**src/rtl/pipe_pkg.sv**
```systemverilog
// Shared definitions for the skid-buffered pipeline register: state encoding and default width.
// No logic; the state values double as the occupancy count.
package pipe_pkg;

    localparam int unsigned PIPE_DATA_W = 32;

    typedef enum logic [1:0] {
        EMPTY = 2'd0,
        ONE   = 2'd1,
        TWO   = 2'd2
    } pipe_state_e;

endpackage

```
**src/rtl/pipe_sat_ctr.sv**
```systemverilog
// Saturating up-counter with synchronous active-low reset and synchronous clear.
// Latency: count updates on the edge after inc; clear wins over inc.
// Backpressure: none, the counter simply stops at all-ones.
module pipe_sat_ctr #(
    parameter int unsigned WIDTH = 32
) (
    input  logic             clk,
    input  logic             rst,
    input  logic             inc,
    input  logic             clear,
    output logic [WIDTH-1:0] cnt
);

    logic [WIDTH-1:0] cnt_q;
    logic [WIDTH-1:0] cnt_d;

    always_comb begin
        cnt_d = cnt_q;
        if (clear) begin
            cnt_d = '0;
        end else if (inc && (cnt_q != '1)) begin
            cnt_d = cnt_q + 1'b1;
        end
    end

    always_ff @(posedge clk) begin
        if (!rst) begin
            cnt_q <= '0;
        end else begin
            cnt_q <= cnt_d;
        end
    end

    assign cnt = cnt_q;

endmodule

```
**src/rtl/pipe_skid_reg.sv**
```systemverilog
// Two-entry skid pipeline register (main + skid); optional stall counter under PIPE_SKID_STALL_CNT_EN.
// Latency: 1 cycle from in_fire to out_valid when empty; out_data and in_ready are registered.
// Backpressure: skid entry absorbs one word so in_ready never depends combinationally on out_ready.
module pipe_skid_reg
    import pipe_pkg::*;
#(
    parameter int unsigned       DATA_W  = PIPE_DATA_W,
    parameter logic [DATA_W-1:0] RST_VAL = '0
) (
    input  logic              clk,
    input  logic              rst,
    input  logic              en,
    input  logic              flush,
    input  logic              in_valid,
    output logic              in_ready,
    input  logic [DATA_W-1:0] in_data,
    output logic              out_valid,
    input  logic              out_ready,
    output logic [DATA_W-1:0] out_data,
    output logic [1:0]        occ
`ifdef PIPE_SKID_STALL_CNT_EN
    ,
    output logic [31:0]       stall_cnt
`endif
);

    pipe_state_e       state_q, state_d;
    logic [DATA_W-1:0] main_q, main_d;
    logic [DATA_W-1:0] skid_q, skid_d;
    logic              in_ready_q, in_ready_d;
    logic              in_fire;
    logic              out_fire;

    assign out_valid = (state_q != EMPTY);
    assign in_fire   = en & in_valid & in_ready_q;
    assign out_fire  = en & out_valid & out_ready;

    always_comb begin
        state_d = state_q;
        main_d  = main_q;
        skid_d  = skid_q;
        if (flush) begin
            state_d = EMPTY;
            main_d  = RST_VAL;
            skid_d  = RST_VAL;
        end else begin
            case (state_q)
                EMPTY: begin
                    if (in_fire) begin
                        state_d = ONE;
                        main_d  = in_data;
                    end
                end
                ONE: begin
                    if (in_fire && !out_fire) begin
                        state_d = TWO;
                        skid_d  = in_data;
                    end else if (in_fire && out_fire) begin
                        main_d  = in_data;
                    end else if (out_fire) begin
                        state_d = EMPTY;
                    end
                end
                TWO: begin
                    // in_ready is low here, so only the drain path exists
                    if (out_fire) begin
                        state_d = ONE;
                        main_d  = skid_q;
                    end
                end
                default: begin
                    state_d = EMPTY;
                end
            endcase
        end
        in_ready_d = (state_d != TWO);
    end

    always_ff @(posedge clk) begin
        if (!rst) begin
            state_q    <= EMPTY;
            main_q     <= RST_VAL;
            skid_q     <= RST_VAL;
            in_ready_q <= 1'b1;
        end else begin
            state_q    <= state_d;
            main_q     <= main_d;
            skid_q     <= skid_d;
            in_ready_q <= in_ready_d;
        end
    end

    assign in_ready = in_ready_q;
    assign out_data = main_q;
    assign occ      = state_q;

`ifdef PIPE_SKID_STALL_CNT_EN
    // Flush does not clear the stall history; only reset does
    pipe_sat_ctr #(
        .WIDTH (32)
    ) u_stall_ctr (
        .clk   (clk),
        .rst   (rst),
        .inc   (en & out_valid & ~out_ready),
        .clear (1'b0),
        .cnt   (stall_cnt)
    );
`endif

endmodule

```
**config.mk**
```make
export PLATFORM = sky130hd
export DESIGN_NAME = pipe_skid_reg
export DESIGN_NICKNAME = d
export VERILOG_FILES = /design/src/rtl/pipe_pkg.sv /design/src/rtl/pipe_sat_ctr.sv /design/src/rtl/pipe_skid_reg.sv
export SDC_FILE = /design/constraint.sdc
export NUM_CORES = 1
export LEC_CHECK = 0
export ABC_AREA = 1
export CORE_MARGIN = 4
export CORE_UTILIZATION = 40
export DETAILED_ROUTE_END_ITERATION = 10
export DONT_BUFFER_PORTS = 1
export PLACE_DENSITY_LB_ADDON = 0.15
export SLEW_MARGIN = 15
export SYNTH_ARGS = -nofsm -noshare
export SYNTH_HDL_FRONTEND = slang
export SYNTH_SLANG_ARGS = --single-unit
export TNS_END_PERCENT = 30
```
**constraint.sdc**
```tcl
create_clock -name clk -period 1.45 [get_ports clk]
set_clock_uncertainty 0.1 [all_clocks]
set_input_delay 0.2175 -clock clk [delete_from_list [all_inputs] [get_ports clk]]
set_output_delay 0.2175 -clock clk [all_outputs]
set_load 0.01 [all_outputs]
```
Word level (Yosys, flattened, before mapping). Index checks and enable logic that the tools add are counted.

Eq/ne operators: 7. Multiplexer cells: 12. Reductions and logical operators: 9. Bitwise gates (word level): 5.

Operator list (number): $mux 32 (4); $pmux 32 s3 (1); $mux 2 (6); $ne 2x2->1 const B (5); $pmux 2 s3 (1); $reduce_and 5->1 (1); $and 1x1->1 (4); $reduce_bool 3->1 (1); $eq 2x1->1 const B (1); $eq 2x2->1 const B (1); $logic_and 1x1->1 (2); $logic_not 2->1 (1); $reduce_and 2->1 (1); $reduce_bool 2->1 (1); $reduce_or 2->1 (1); $logic_not 1->1 (1); $not 1->1 (1).

Register bits: 67. Input bits: 38. Word-level logic and storage cells: 37. Output and inout port bits: 36.

Depth between registers and ports, before layout.
Word-level depth: 9. Mapped depth: 8.

Least setup slack after synthesis. Ideal clock, no wire load.

Path type: register -> register. Start: register state_q[0], in the netlist occ[0]. End: register main_q[26], in the netlist out_data[26]. Arrival: 1093 ps. Setup slack: 145 ps. Stages on the path, launching flop included: 7. Period minus slack after synthesis: 1305 ps. Path buffers: 1. Cells stage by stage: dfxtp_1 inv_1 nand2_1 clkbuf_1 o21ai_0 nor2_1 nor2_1.

Longest elaborated chain between the ends: 7. Elaborated cells on any way between the ends: 16. Classes of those cells: eq/ne: 6; mux: 1; bitwise: 2; reduce/logical: 7.

Ends and longest elaborated chain: start: declaration (line pipe_skid_reg.sv:27) `pipe_state_e state_q, state_d;`; start signal: assignment (line pipe_skid_reg.sv:86) `state_q <= state_d;`; $reduce_bool 2->1 (line pipe_skid_reg.sv:34) `assign out_valid = (state_q != EMPTY);`; $and 1x1->1 (2 in a row) (line pipe_skid_reg.sv:36) `assign out_fire = en & out_valid & out_ready;`; $logic_not 1->1 (line pipe_skid_reg.sv:55) `if (in_fire && !out_fire) begin`; $logic_and 1x1->1 (line pipe_skid_reg.sv:55); $ne 2x2->1 (no source line); $reduce_and 5->1 (no source line); end signal: assignment (line pipe_skid_reg.sv:87) `main_q <= main_d;`; end: declaration (line pipe_skid_reg.sv:28) `logic [DATA_W-1:0] main_q, main_d;`.

Several ways; a longest one is shown, not always the timed one. A chain may end at the register's enable or synchronous reset.

Worst setup path after layout.
Start: register state_q[1], in the netlist occ[1]. End: register main_q[22], in the netlist out_data[22].

The elaborated chain is that of the path after synthesis.

==> results.json <==
{
  "status": "finished, final reports clean",
  "die_area_sq_mm": 0.009361,
  "design_area_sq_mm": 0.003794,
  "routabilityCongestion": 0.7167,
  "overflow": 0,
  "slew_headroom_pct": 84.24,
  "synth_top_area_cell": "dfxtp_1",
  "peakVddDrop_mv": 0.4391,
  "max_freq_mhz": 739.8,
  "power_density_mw_per_mm2": 1002,
  "routedWlPerCell_um": 11.46,
  "yosysWarnings": 0,
  "synth_top_area_share_pct": 42.57,
  "vias_per_cell": 4.378,
  "cp_data_required_time_ps": 1580,
  "critPathArrivalTime_ps": 1480,
  "period_minus_slack_ps": 1352,
  "crit_type": "reg -> reg",
  "final_common_cell": "nand2_1",
  "placed_area_sq_mm": 0.003227,
  "firstDrtPassIters": 4,
  "finalPower_mw": 3.802,
  "setup_viol": 0,
  "antenna_cells": 0,
  "htreeDepth": 3,
  "die_w_um": 96.75,
  "dp_hpwl_um": 4185,
  "hold_viol": 0,
  "worstMarginPinSlew_ps": 236.4,
  "dp_slack_ps": 45.36,
  "synth_area_leaders": "dfxtp_1, nand2_1, nor2_1",
  "grt_max_degree": 65,
  "boundaryPins": 74,
  "first_global_vias": 2587,
  "syn_nets": 537,
  "port_buffers": 0,
  "grtUsageMet2_pct": 22.93,
  "area_growth_pct": 20.41,
  "initial_utilization_pct": 40.98,
  "cts_tree": "built",
  "grt_first_pass_wirelength_um": 12160,
  "cts_setup_buffers": 0,
  "syn_inst": 499,
  "stdcell_count": 635,
  "numCtsBuffers": 9,
  "cp_max_fo": 32,
  "met1_usage_pct": 20.19,
  "syn_area_sq_mm": 0.003151,
  "cts.sinks": 67,
  "yosysSeqAreaShare_pct": 42.57,
  "fin_crit_sh_pct": 93.22,
  "grt.busiest_layer": "met2",
  "cp-start-kind": "flop",
  "die_h_um": 96.75,
  "coreArea_sq_mm": 0.007687,
  "drive_gt1_share_pct": 6.754,
  "hold_class": "in -> reg",
  "ctsRootBufferMaster": "clkbuf_8",
  "antenna_found_initial": 0,
  "track_usage_pct": 15.44,
  "power_leakage_nw": 1.979,
  "end_kind": "flop",
  "slew_violations": 0,
  "vias": 2780,
  "clockBufferDepth": 2,
  "maxCapViolCount": 0,
  "fillers": 817,
  "final_cell_mix": "nand2_1, nor2_1, inv_1, dfxtp_1, dlygate4sd3_1",
  "clkTransAtPathRegs_ps": 70,
  "dpl.cell_count": 586,
  "rows": 32,
  "post_synth.cell_area_avg_sq_um": 6.314,
  "ant_nets": 0,
  "drt-total-wl_um": 7277,
  "drc": 0,
  "final.setup.worst_slack_ps": 98.36,
  "use_met3_pct": 5.840,
  "ys_ff_latch": 67,
  "synth.distinct_cells": 18,
  "drtIter0Drc": 126,
  "fin_nets": 567,
  "insertion_delay_ps": 330
}
[worst paths after layout]
| check | endpoint | start | slack, ps | cells after the start |
|---|---|---|---|---|
| worst max-delay path | out_data[22]$_SDFFE_PP0P_ | occ[1]$_SDFF_PN0_ | 100 | 5 |
| worst min-delay path | out_data[6]$_SDFFE_PP0P_ | rst | 40 | 4 |
| worst max register to register | out_data[22]$_SDFFE_PP0P_ | occ[1]$_SDFF_PN0_ | 100 | 5 |
| worst min register to register | skid_q[25]$_SDFFE_PP0P_ | skid_q[25]$_SDFFE_PP0P_ | 420 | 4 |
[cells in the mapped netlist (all sizes together)]
cell type,number
nand2,167
o21ai,34
clkbuf,3
dfxtp,67
buf,23
inv,69
nand4,1
nand3,2
xor2,1
nor2,132
[per-stage QoR]
stage	hold WS, ps	util (%)	setup TNS (ps)
final	38.58	49.35	0
after global routing	24.74	49.35	-6.059
after CTS	21.71	48.80	0
after detailed placement	260.2	41.98	0
after global placement	253.8	41.98	0
after floorplan	252.4	-	0
[state kept, by name, indices dropped and copies added, names as in the netlist]
name and flops:
in_ready 1, occ 2, out_data 32, skid_q 32
[report_power, final]
part / leakage (nW) / internal [mW] / total (mW) / switching, mW
sequential: 0.544 / 1.88 / 1.92 / 0.0381
clock: 0.0995 / 0.878 / 1.54 / 0.664
combinational: 1.34 / 0.160 / 0.345 / 0.185
total: 1.98 / 2.92 / 3.80 / 0.887
[worst max-delay path, stage by stage (launching register included)]
cell	delay [ps]
dfxtp_2	350
o21ai_2	220
nand3_4	150
clkbuf_16	240
nor2_1	120
nor2_1	50
[metal layers]
| layer | vias up | wire length [um] |
|---|---|---|
| met5 | - | 0 |
| met2 | 51 | 3081 |
| met1 | 1208 | 3599 |
| li1 | 1510 | - |
| met3 | 11 | 477 |
| met4 | 0 | 118 |
[what timing repair did]
item                                   in CTS  in global routing
endpoints found under the hold margin      33                  0
setup endpoints to repair                   0                 35
gates resized for setup                     0                  5
hold buffers                               33                  0
[area by class of cell]
cell class	instances	area, sq um	area share, %
Clock buffer	13	158.9	4.189
Tap cell	102	127.6	3.364
Timing Repair Buffer	45	508.0	13.39
Inverter	69	259.0	6.827
Clock inverter	2	35.03	0.9235
Sequential cell	67	1344	35.42
Multi-Input combinational cell	337	1361	35.88
[kinds of logic after synthesis]
family	after synthesis	share of synthesized area, %
and+or+nand+nor	302	36.85
buffers and inverters	95	14.77
DFF	67	42.57
AOI/OAI and AO/OA	34	5.520
xor gates and xnor gates	1	0.2780
Note: power is estimated with default switching activity, not from simulation.
